`src/rtl/mul_arbiter.sv`:
```
// Two-requester arbiter that shares one iterative shift-add multiplier, with round-robin grant.
// Define MUL_ARBITER_SIGNED_EN to get two's complement operands and result; the default build is unsigned.
module mul_arbiter #(
  parameter int WIDTH = 16
) (
  input  logic               Clock,
  input  logic               Reset,
  input  logic               iReq0,
  input  logic               iReq1,
  input  logic [WIDTH-1:0]   iA0,
  input  logic [WIDTH-1:0]   iB0,
  input  logic [WIDTH-1:0]   iA1,
  input  logic [WIDTH-1:0]   iB1,
  output logic               oDone0,
  output logic               oDone1,
  output logic [2*WIDTH-1:0] oResult,
  output logic               oBusy,
  output logic               oOwner
);

  // state | meaning
  // IDLE  | waiting for a request; grant and latch operands on the next edge
  // RUN   | one multiplier bit per cycle, LSB first, WIDTH cycles
  // DONE  | publish product, pulse owner's done, record last-served
  typedef enum logic [1:0] {IDLE, RUN, DONE} state_t;

  localparam int CW = (WIDTH > 1) ? $clog2(WIDTH) : 1;

  state_t             state;
  logic [2*WIDTH-1:0] acc;
  logic [2*WIDTH-1:0] mcand;
  logic [WIDTH-1:0]   mplier;
  logic [CW-1:0]      cnt;
  logic               last_served;

  logic               req_any;
  logic               grant_idx;
  logic [WIDTH-1:0]   sel_a;
  logic [WIDTH-1:0]   sel_b;

  assign req_any   = iReq0 | iReq1;
  // On a tie, serve whoever was not served last.
  assign grant_idx = (iReq0 & iReq1) ? ~last_served : iReq1;
  assign sel_a     = grant_idx ? iA1 : iA0;
  assign sel_b     = grant_idx ? iB1 : iB0;

`ifdef MUL_ARBITER_SIGNED_EN
  logic             sign;
  logic [WIDTH-1:0] mag_a;
  logic [WIDTH-1:0] mag_b;
  logic             sign_n;

  // The most negative value negates to itself, which is its correct unsigned magnitude.
  assign mag_a  = sel_a[WIDTH-1] ? ({WIDTH{1'b0}} - sel_a) : sel_a;
  assign mag_b  = sel_b[WIDTH-1] ? ({WIDTH{1'b0}} - sel_b) : sel_b;
  assign sign_n = sel_a[WIDTH-1] ^ sel_b[WIDTH-1];
`endif

  always_ff @(posedge Clock) begin
    if (!Reset) begin
      state       <= IDLE;
      acc         <= '0;
      mcand       <= '0;
      mplier      <= '0;
      cnt         <= '0;
      last_served <= 1'b1;
      oDone0      <= 1'b0;
      oDone1      <= 1'b0;
      oResult     <= '0;
      oBusy       <= 1'b0;
      oOwner      <= 1'b0;
`ifdef MUL_ARBITER_SIGNED_EN
      sign        <= 1'b0;
`endif
    end else begin
      oDone0 <= 1'b0;
      oDone1 <= 1'b0;
      case (state)
        IDLE: begin
          if (req_any) begin
            oOwner <= grant_idx;
            acc    <= '0;
            cnt    <= '0;
            oBusy  <= 1'b1;
            state  <= RUN;
`ifdef MUL_ARBITER_SIGNED_EN
            mcand  <= {{WIDTH{1'b0}}, mag_a};
            mplier <= mag_b;
            sign   <= sign_n;
`else
            mcand  <= {{WIDTH{1'b0}}, sel_a};
            mplier <= sel_b;
`endif
          end
        end
        RUN: begin
          if (mplier[0]) acc <= acc + mcand;
          mcand  <= mcand << 1;
          mplier <= mplier >> 1;
          cnt    <= cnt + CW'(1);
          if (cnt == CW'(WIDTH - 1)) state <= DONE;
        end
        DONE: begin
`ifdef MUL_ARBITER_SIGNED_EN
          oResult <= sign ? ({2*WIDTH{1'b0}} - acc) : acc;
`else
          oResult <= acc;
`endif
          oDone0      <= ~oOwner;
          oDone1      <= oOwner;
          last_served <= oOwner;
          oBusy       <= 1'b0;
          state       <= IDLE;
        end
        default: begin
          oBusy <= 1'b0;
          state <= IDLE;
        end
      endcase
    end
  end

endmodule

```
`config.mk`:
```
export PLATFORM = sky130hd
export DESIGN_NAME = mul_arbiter
export DESIGN_NICKNAME = d
export VERILOG_FILES = /design/src/rtl/mul_arbiter.sv
export SDC_FILE = /design/constraint.sdc
export NUM_CORES = 1
export LEC_CHECK = 0
export BUFFER_PORTS_ARGS = -buffer_cell sky130_fd_sc_hd__buf_2
export CORE_MARGIN = 3
export CORE_UTILIZATION = 40
export CTS_CLUSTER_DIAMETER = 30
export DETAILED_ROUTE_END_ITERATION = 10
export SETUP_SLACK_MARGIN = 0.1
export SLEW_MARGIN = 10
export SYNTH_ARGS = -nofsm -noshare
export SYNTH_HDL_FRONTEND = slang
export SYNTH_SLANG_ARGS = --single-unit
export TNS_END_PERCENT = 1
```
`constraint.sdc`:
```
create_clock -name Clock -period 3.6 [get_ports Clock]
set_input_delay 0.36 -clock Clock [delete_from_list [all_inputs] [get_ports Clock]]
set_output_delay 0.36 -clock Clock [all_outputs]
set_load 0.05 [all_outputs]
```
Yosys cells after proc, flatten, opt, wreduce, memory -nomap -nowiden
Cells that the tools add are included.
Widths: inputs -> output; s select.

storage, ports and cells
  flip-flop bits (word level) = 123
  input bits = 68

operators by class
  add/subtract/negate cells = 2
  equality and inequality tests = 6
  muxes and demuxes = 17
  bitwise logic cells = 5
  reduce and logical (&&, ||, !) cells = 8

operators with widths
  kind                 count
  $pmux 32 s2          2
  $mux 32              3
  $mux 16              3
  $add 32x32->32       1
  $pmux 16 s2          1
  $reduce_and 2->1     5
  $pmux 4 s2           1
  $ne 2x2->1 const B   3
  $add 4x1->4 const B  1
  $eq 4x4->1 const B   1
  $mux 2               2
  $mux 4               1
  $pmux 2 s2           1
  $not 1->1            3
  $reduce_and 3->1     1
  $eq 2x1->1 const B   1
  $eq 2x2->1 const B   1
  $logic_not 2->1      1
  $mux 1               2
  $pmux 1 s2           1
  $reduce_bool 2->1    1
  $and 1x1->1          1
  $or 1x1->1           1

Logic depth before layout (Yosys ltp)
Gate-level depths: netlist of the first run.

  word-level depth = 5
  gate-level depth with buffers = 11
  mapped depth without buffers = 11

Worst setup path after synthesis of the first run
No wires, ideal clock.

  path type = register to register
  start point = register acc[0]
  end point = register acc[28]
  library setup time = 0.117 ns
  data arrival time = 2.593 ns
  path slack = 0.889 ns
  cell stages (with the launch flop) = 12
  buffers on the path = 0
  period minus slack after synthesis = 2.711 ns
  cells stage by stage = dfxtp_1 -> ha_1 -> inv_1 -> fa_1 -> nor2b_4 -> o2111a_2 -> a2111oi_4 -> o41ai_2 -> a41o_1 -> o211a_1 -> or3_1 -> a32o_1

on the way
  cells in the longest elaborated chain, start to end = 3

RTL lines
  element                   RTL line  source
  start: declaration        30        logic [2*WIDTH-1:0] acc;
  start signal: assignment  97        if (mplier[0]) acc <= acc + mcand;
  $add 32x32->32            97
  $mux 32                   97
  $pmux 32 s2               78        case (state)

Every way passes these cells. The select of a mux whose other input is x is not followed.
A chain may end at the register's enable or synchronous reset.

Worst setup path in the final report of the first run
  start point = register mcand[0]
  end point = register acc[28]

on the way
  cells in the longest elaborated chain, start to end = 3

RTL lines
  element                   RTL line  source
  start: declaration        31        logic [2*WIDTH-1:0] mcand;
  start signal: assignment  91        mcand <= {{WIDTH{1'b0}}, sel_a};
  start signal: assignment  98        mcand <= mcand << 1;
  $add 32x32->32            97
  $mux 32                   97
  $pmux 32 s2               78

Every way passes these cells. The select of a mux whose other input is x is not followed.

==> impl_metrics.prom, run 1 <==
# TYPE chip_impl_metric gauge
chip_impl_info{name="result_of_the_run",value="finished clean"} 1
chip_impl_metric{name="grt_start_max_net_pins",unit=""} 53
chip_impl_info{name="crit_path_start_kind",value="flop"} 1
chip_impl_metric{name="highest_net_fanout_along_the_worst_path",unit=""} 4
chip_impl_metric{name="die_h",unit="um"} 129
chip_impl_metric{name="antenna_found_initial",unit=""} 1
chip_impl_metric{name="finalNetCount",unit=""} 891
chip_impl_metric{name="routed_wirelength",unit="um"} 15800
chip_impl_metric{name="final.min_clock_period",unit="ns"} 2.93
chip_impl_metric{name="max_stage_delay",unit="ns"} 0.52
chip_impl_metric{name="register_to_register_setup_slack",unit="ns"} 0.67
chip_impl_info{name="critPathTopFamily",value="compound AO/OA/AOI/OAI gates"} 1
chip_impl_metric{name="cts_resized",unit=""} 0
chip_impl_metric{name="ys_async_sr_fraction",unit=""} 0
chip_impl_metric{name="holdPathStages",unit=""} 3
chip_impl_metric{name="layout.filler_cells",unit=""} 1399
chip_impl_metric{name="layout-area-overhead-vs-synth",unit="%"} 20.5
chip_impl_metric{name="cts_made_buffers",unit=""} 17
chip_impl_metric{name="floorplan.io_pins",unit=""} 104
chip_impl_metric{name="max_cap_viol_count",unit=""} 0
chip_impl_metric{name="syn_area",unit="um2"} 6060
chip_impl_metric{name="clk_path_buf_depth",unit=""} 2
chip_impl_info{name="synth_top_area_cell",value="sky130_fd_sc_hd__dfxtp_1"} 1
chip_impl_info{name="worst_hold_path_type",value="primary input to flop"} 1
chip_impl_metric{name="post_cts_hold_buffer_count",unit=""} 0
chip_impl_metric{name="maxSlewHeadroom",unit=""} 0.252
chip_impl_metric{name="detailedRoute.firstPassIterationCount",unit=""} 5
chip_impl_metric{name="detail_route.wl_per_cell",unit="um"} 16.0
chip_impl_metric{name="synth.yosys.seq_area_share",unit=""} 0.407
chip_impl_metric{name="ys.warnings.count",unit=""} 0
chip_impl_metric{name="h-tree-depth",unit=""} 4
chip_impl_metric{name="grt.overflow.total",unit=""} 0
chip_impl_metric{name="viasPerCell",unit=""} 5.70
chip_impl_metric{name="finalWorstSetupSlack",unit="ns"} 0.668
chip_impl_metric{name="std_cell_rows",unit=""} 44
chip_impl_metric{name="postCtsSetupRepairBufs",unit=""} 0
chip_impl_metric{name="syn_area_per_cell",unit="um2"} 8.59
chip_impl_metric{name="first_pass_grt_wire_length",unit="um"} 26600
chip_impl_metric{name="period_share",unit=""} 0.814
chip_impl_metric{name="clock_skew",unit="ns"} 0.00825
chip_impl_metric{name="clkSinkCount",unit=""} 123
chip_impl_info{name="ys_top_cells_by_area",value="sky130_fd_sc_hd__dfxtp_1, sky130_fd_sc_hd__nand2_1, sky130_fd_sc_hd__ha_1"} 1
chip_impl_metric{name="syn-instance-count",unit=""} 705
chip_impl_info{name="clk_root_buffer_cell",value="sky130_fd_sc_hd__clkbuf_16"} 1
chip_impl_info{name="worst_setup_path_end_kind",value="flop"} 1
chip_impl_metric{name="detailroute.via_count",unit=""} 5617
chip_impl_metric{name="clkLatencyLatePin",unit="ns"} 0.42
chip_impl_info{name="r2r-start",value="mcand[0]"} 1
chip_impl_metric{name="antenna_cells",unit=""} 0
chip_impl_info{name="rsz0062_at_grt",value="false"} 1
chip_impl_metric{name="dieWidth",unit="um"} 129
chip_impl_metric{name="hpwl",unit="um"} 11300
chip_impl_metric{name="drt_drc_violations_left",unit=""} 0
chip_impl_metric{name="timing.critical_path.buf_inv",unit=""} 1
chip_impl_info{name="cp_cell_sequence",value="ha_1, inv_1, fa_1, nor2b_4, o2111a_2, a2111oi_4, o41ai_2, a41o_1, o211a_1, o21ai_0, a32o_1"} 1
chip_impl_metric{name="fp.coreArea",unit="um2"} 14700
chip_impl_metric{name="hold_violations",unit=""} 0
chip_impl_metric{name="drive_gt1_frac",unit=""} 0.192
chip_impl_metric{name="buffer_ports.inserted",unit=""} 103
chip_impl_info{name="min_delay_worst_endpoint",value="mplier[8]"} 1
chip_impl_metric{name="timing.setup.tns",unit="ns"} 0
chip_impl_metric{name="vdd.ir_drop.worst",unit="V"} 0.000366
chip_impl_metric{name="place.gp.congestion",unit=""} 0.908
chip_impl_metric{name="timing.hold.ws",unit="ns"} 0.196
chip_impl_metric{name="die_area",unit="um2"} 16700
chip_impl_metric{name="globalRouteTotalUtil",unit=""} 0.198
chip_impl_info{name="cts_tree",value="built"} 1
chip_impl_metric{name="first_iter_violations",unit=""} 304
chip_impl_metric{name="max_slew.worst_pin.slew",unit="ns"} 1.12
chip_impl_info{name="worst_r2r_endpoint",value="acc[28]"} 1
chip_impl_metric{name="initial_core_util",unit=""} 0.412
chip_impl_info{name="layout_common_cells",value="sky130_fd_sc_hd__dfxtp_1, sky130_fd_sc_hd__nand2_1, sky130_fd_sc_hd__buf_2"} 1
chip_impl_metric{name="fmax",unit="GHz"} 0.341
chip_impl_metric{name="worst_r2r_path_depth",unit=""} 11
chip_impl_metric{name="synth_enable_flop_cells",unit=""} 0
chip_impl_metric{name="power.static_leakage",unit="uW"} 0.00322
chip_impl_metric{name="pins_over_slew_limit",unit=""} 0
chip_impl_metric{name="yosys_register_bits",unit=""} 123
chip_impl_metric{name="setup_viol",unit=""} 0
chip_impl_info{name="timing.critical_path.slowest_stage_cell",value="sky130_fd_sc_hd__o41ai_2"} 1
chip_impl_metric{name="worstPathRequired",unit="ns"} 3.91
chip_impl_metric{name="clk_transition_reported_paths",unit="ns"} 0.05
chip_impl_metric{name="syn_nets",unit=""} 806
chip_impl_info{name="synth_flop_cell",value="sky130_fd_sc_hd__dfxtp_1"} 1
chip_impl_metric{name="via_count_of_the_first_global_routing_pass",unit=""} 5527
chip_impl_info{name="setup.worst_path.class",value="flop to flop"} 1
chip_impl_metric{name="synth_top_area_share",unit=""} 0.407
chip_impl_metric{name="worst_slack_placed",unit="ns"} 0.715
chip_impl_info{name="layout_commonest_cell",value="sky130_fd_sc_hd__dfxtp_1"} 1
chip_impl_metric{name="detail-route-antenna-nets",unit=""} 0
chip_impl_metric{name="power_density",unit="nW/um2"} 476
chip_impl_metric{name="cp.arrival",unit="ns"} 3.25
chip_impl_metric{name="synth_cell_types",unit=""} 59
chip_impl_info{name="hp-start",value="iB1[8]"} 1
-- through the flow --
| step | power [uW] | util | instances | area, um2 |
|---|---|---|---|---|
| after global routing | 3630 | 0.496 | 986 | 7290 |
| after CTS | 3500 | 0.496 | 986 | 7290 |
| after detailed placement | 1810 | 0.456 | 955 | 6700 |
| final | 3480 | 0.496 | 986 | 7290 |
| after floorplan | 1690 | - | 705 | 6060 |
| after global placement | 1800 | 0.456 | 955 | 6700 |
-- layout make-up --
cell class	instances	area, um2	area share
Clock buffer	25	505	0.0693
Clock inverter	6	85.1	0.0117
Inverter	6	22.5	0.00309
Multi-Input combinational cell	530	3410	0.467
Sequential cell	123	2460	0.338
Tap cell	184	230	0.0316
Timing Repair Buffer	112	583	0.0799
-- per-layer routing --
| layer | wire length, um | GRT usage | vias to the layer above |
|---|---|---|---|
| li1 | - | - | 2806 |
| met5 | 13 | 0 | - |
| met4 | 229 | 0.0624 | 2 |
| met1 | 7410 | 0.251 | 2641 |
| met3 | 834 | 0.0606 | 23 |
| met2 | 7310 | 0.323 | 145 |
-- worst max-delay path by stage --
stage | end | slack, ns | start | cells after the start
2_1_floorplan | acc[28] | 0.89 | acc[0] | 11
3_3_place_gp | acc[28] | 0.73 | acc[0] | 11
3_5_place_dp | acc[28] | 0.71 | acc[0] | 11
4_1_cts | acc[28] | 0.69 | acc[0] | 11
5_1_grt | acc[28] | 0.50 | mcand[0] | 11
6_report | acc[28] | 0.67 | mcand[0] | 11
-- cell usage after synthesis (all sizes together), types with 2 or more instances --
cell type,count
a2111oi,2
a211o,2
a211oi,6
a21boi,4
a21o,13
a21oi,49
a22o,32
a22oi,11
a2bb2oi,2
a311o,2
a31o,2
a31oi,34
a32oi,2
and2,6
and3,8
clkbuf,45
dfxtp,123
ha,32
inv,6
nand2,117
nand2b,6
nand3,29
nand4,3
nor2,36
nor2b,3
nor3,9
o211a,3
o211ai,3
o21a,5
o21ai,32
o21bai,2
o221ai,30
o31ai,2
or3,5
xnor2,10
xor2,12
-- registers in the layout, indices dropped and copies added, names as in the netlist --
register / flops
oBusy: 1
oDone0: 1
cnt: 4
last_served: 1
mcand: 32
oResult: 32
state: 2
acc: 32
oOwner: 1
oDone1: 1
mplier: 16
-- power breakdown --
part	leakage (uW)	internal (uW)	switching, uW
clock	0.000285	1100	594
sequential	0.000999	1410	36.3
combinational	0.00194	123	209
total	0.00322	2640	839
-- kinds of logic (layout without fill, tap and decap cells) --
kind of cell / after synthesis / in the layout / synth area share
mux: 2 / 2 / 0.00351
compound gates: 245 / 245 / 0.288
flops: 123 / 123 / 0.407
buf+inv: 52 / 149 / 0.0324
simple gates: 228 / 228 / 0.168
fa+ha+maj: 33 / 33 / 0.0694
xor+xnor: 22 / 22 / 0.0318
-- worst register-to-register path: stages, from the launching register on --
cell	delay, ns
sky130_fd_sc_hd__dfxtp_1	0.35
sky130_fd_sc_hd__ha_1	0.19
sky130_fd_sc_hd__inv_1	0.06
sky130_fd_sc_hd__fa_1	0.41
sky130_fd_sc_hd__nor2b_4	0.17
sky130_fd_sc_hd__o2111a_2	0.22
sky130_fd_sc_hd__a2111oi_4	0.06
sky130_fd_sc_hd__o41ai_2	0.52
sky130_fd_sc_hd__a41o_1	0.33
sky130_fd_sc_hd__o211a_1	0.18
sky130_fd_sc_hd__o21ai_0	0.07
sky130_fd_sc_hd__a32o_1	0.26
Note: power is estimated with default switching activity, not from simulation.
==> run 2: changes to the inputs <==
==> constraint.sdc (replaced) <==
create_clock -name Clock -period 2.5 [get_ports Clock]
set_input_delay 0.25 -clock Clock [delete_from_list [all_inputs] [get_ports Clock]]
set_output_delay 0.25 -clock Clock [all_outputs]
set_load 0.05 [all_outputs]
==> impl_metrics.prom, run 2 (same netlist as run 1, synthesis figures left out) <==
# TYPE chip_impl_metric gauge
chip_impl_metric{name="worstPathRequired",unit="ns"} 2.82
chip_impl_metric{name="floorplan.io_pins",unit=""} 104
chip_impl_metric{name="first_pass_grt_wire_length",unit="um"} 27400
chip_impl_metric{name="worst_slack_placed",unit="ns"} -0.187
chip_impl_info{name="setup.worst_path.class",value="flop to flop"} 1
chip_impl_metric{name="buffer_ports.inserted",unit=""} 103
chip_impl_info{name="cp_cell_sequence",value="ha_4, inv_2, fa_2, nor2b_4, o2111a_2, a2111oi_4, o41ai_4, a41o_1, o211a_1, or3_1, a32o_1"} 1
chip_impl_metric{name="viasPerCell",unit=""} 5.70
chip_impl_metric{name="detail-route-antenna-nets",unit=""} 0
chip_impl_metric{name="holdPathStages",unit=""} 3
chip_impl_metric{name="detail_route.wl_per_cell",unit="um"} 16.3
chip_impl_metric{name="timing.hold.ws",unit="ns"} 0.0792
chip_impl_info{name="clk_root_buffer_cell",value="sky130_fd_sc_hd__clkbuf_16"} 1
chip_impl_metric{name="detailroute.wirelength.met3",unit="um"} 885
chip_impl_info{name="hp-start",value="iB1[12]"} 1
chip_impl_info{name="timing.critical_path.slowest_stage_cell",value="sky130_fd_sc_hd__dfxtp_2"} 1
chip_impl_metric{name="layout.filler_cells",unit=""} 1373
chip_impl_metric{name="max_cap_viol_count",unit=""} 0
chip_impl_metric{name="h-tree-depth",unit=""} 4
chip_impl_metric{name="setup_viol",unit=""} 3
chip_impl_metric{name="final.min_clock_period",unit="ns"} 2.63
chip_impl_metric{name="grt_start_max_net_pins",unit=""} 34
chip_impl_metric{name="postCtsSetupRepairBufs",unit=""} 0
chip_impl_metric{name="clk_transition_reported_paths",unit="ns"} 0.06
chip_impl_metric{name="clock_skew",unit="ns"} 0.00777
chip_impl_info{name="worst_setup_path_end_kind",value="flop"} 1
chip_impl_metric{name="layout_utilization",unit=""} 0.526
chip_impl_metric{name="worst_r2r_path_depth",unit=""} 11
chip_impl_metric{name="max_slew.worst_pin.slew",unit="ns"} 0.722
chip_impl_info{name="reg_top3",value="acc (32), mcand (32), oResult (32)"} 1
chip_impl_metric{name="finalNetCount",unit=""} 935
chip_impl_metric{name="place.gp.congestion",unit=""} 0.940
chip_impl_metric{name="power.total",unit="uW"} 5130
chip_impl_metric{name="std_cell_rows",unit=""} 44
chip_impl_info{name="min_delay_worst_endpoint",value="mplier[12]"} 1
chip_impl_metric{name="power.static_leakage",unit="uW"} 0.00347
chip_impl_info{name="result_of_the_run",value="finished, violations left"} 1
chip_impl_info{name="crit_path_start_kind",value="flop"} 1
chip_impl_metric{name="post_cts_hold_buffer_count",unit=""} 0
chip_impl_metric{name="period_share",unit=""} 1.05
chip_impl_metric{name="clkSinkCount",unit=""} 123
chip_impl_metric{name="multi_input_logic_area",unit="um2"} 3500
chip_impl_metric{name="max_stage_delay",unit="ns"} 0.34
chip_impl_metric{name="maxSlewHeadroom",unit=""} 0.518
chip_impl_metric{name="finalWorstSetupSlack",unit="ns"} -0.134
chip_impl_metric{name="detailedRoute.firstPassIterationCount",unit=""} 5
chip_impl_metric{name="layout.area.seq",unit="um2"} 2470
chip_impl_metric{name="detailed_place.area",unit="um2"} 7070
chip_impl_info{name="top_layer",value="met4"} 1
chip_impl_metric{name="layout-area-overhead-vs-synth",unit="%"} 27.8
chip_impl_metric{name="via_count_of_the_first_global_routing_pass",unit=""} 5812
chip_impl_metric{name="hpwl",unit="um"} 12200
chip_impl_metric{name="fp.coreArea",unit="um2"} 14700
chip_impl_metric{name="clk_path_buf_depth",unit=""} 2
chip_impl_metric{name="dieWidth",unit="um"} 129
chip_impl_metric{name="first_iter_violations",unit=""} 258
chip_impl_metric{name="highest_net_fanout_along_the_worst_path",unit=""} 4
chip_impl_info{name="cts_tree",value="built"} 1
chip_impl_metric{name="die_h",unit="um"} 129
chip_impl_info{name="violations",value="setup timing"} 1
chip_impl_metric{name="initial_core_util",unit=""} 0.412
chip_impl_metric{name="power_density",unit="nW/um2"} 663
chip_impl_metric{name="fmax",unit="GHz"} 0.380
chip_impl_metric{name="drt_drc_violations_left",unit=""} 0
chip_impl_info{name="worst_hold_path_type",value="primary input to flop"} 1
chip_impl_metric{name="detailroute.via_count",unit=""} 5877
chip_impl_metric{name="drive_gt1_frac",unit=""} 0.260
chip_impl_info{name="worst_r2r_endpoint",value="acc[28]"} 1
chip_impl_metric{name="wl_met2",unit="um"} 7850
chip_impl_info{name="layout_commonest_cell",value="sky130_fd_sc_hd__dfxtp_1"} 1
chip_impl_metric{name="drt-met1-wl",unit="um"} 7660
chip_impl_metric{name="cp.arrival",unit="ns"} 2.95
chip_impl_metric{name="pins_over_slew_limit",unit=""} 0
chip_impl_metric{name="antenna_found_initial",unit=""} 0
chip_impl_metric{name="routed_wirelength",unit="um"} 16800
chip_impl_metric{name="globalRouteTotalUtil",unit=""} 0.205
chip_impl_metric{name="grt.overflow.total",unit=""} 0
chip_impl_metric{name="vdd.ir_drop.worst",unit="V"} 0.000467
chip_impl_info{name="rsz0062_at_grt",value="true"} 1
chip_impl_info{name="layout_common_cells",value="sky130_fd_sc_hd__dfxtp_1, sky130_fd_sc_hd__nand2_1, sky130_fd_sc_hd__buf_2"} 1
chip_impl_metric{name="antenna_cells",unit=""} 0
chip_impl_metric{name="register_to_register_setup_slack",unit="ns"} -0.13
chip_impl_metric{name="die_area",unit="um2"} 16700
chip_impl_metric{name="clkLatencyLatePin",unit="ns"} 0.42
chip_impl_metric{name="cts_made_buffers",unit=""} 17
chip_impl_info{name="r2r-start",value="mcand[0]"} 1
chip_impl_metric{name="hold_violations",unit=""} 0
chip_impl_metric{name="post-route-cell-area",unit="um2"} 7740
## run 2: worst max-delay path by stage
stage             start       to  cells after the start
2_1_floorplan  mcand[0]  acc[28]                     11
3_5_place_dp   mcand[0]  acc[28]                     11
5_1_grt        mcand[0]  acc[28]                     11
3_3_place_gp   mcand[0]  acc[28]                     11
4_1_cts        mcand[0]  acc[28]                     11
6_report       mcand[0]  acc[28]                     11
## run 2: area by class of cell
| type | count | share of cell area |
|---|---|---|
| sequential | 123 | 0.319 |
| inverter | 6 | 0.00291 |
| timing repair buffer | 156 | 0.119 |
| multi-input combinational | 530 | 0.452 |
| clock inverter | 14 | 0.0223 |
| clock buffer | 18 | 0.0555 |
| tap | 184 | 0.0298 |
## run 2: metrics by stage
stage / setup TNS, ns / cells
floorplan: 0 / 705
global placement: -0.193 / 999
detailed placement: -0.638 / 999
CTS: -0.216 / 1031
global route: -1.21 / 1031
finish: -0.160 / 1031
## run 2: per-layer routing
layer / up-vias / GRT usage
met2: 160 / 0.340
met5: - / 0
li1: 2895 / -
met3: 31 / 0.0594
met1: 2791 / 0.250
met4: 0 / 0.0828
## run 2: worst max-delay path, delay by kind of cell, from the launching register on
family	cells	cell delay, ns
AO/OA/AOI/OAI	6	1.40
buffers and inverters	1	0.05
adder cells (fa/ha/maj)	2	0.39
flip-flops	1	0.34
AND/OR/NAND/NOR	2	0.36
## run 2: power by group
group	switching (uW)	internal [uW]
Clock	936	1570
Combinational	328	224
Sequential	47.4	2030
Total	1310	3820
## run 2: what timing repair did
action	in CTS	in global routing
endpoints found under the setup margin	12	19
resized for setup	10	6
pin swaps	2	7
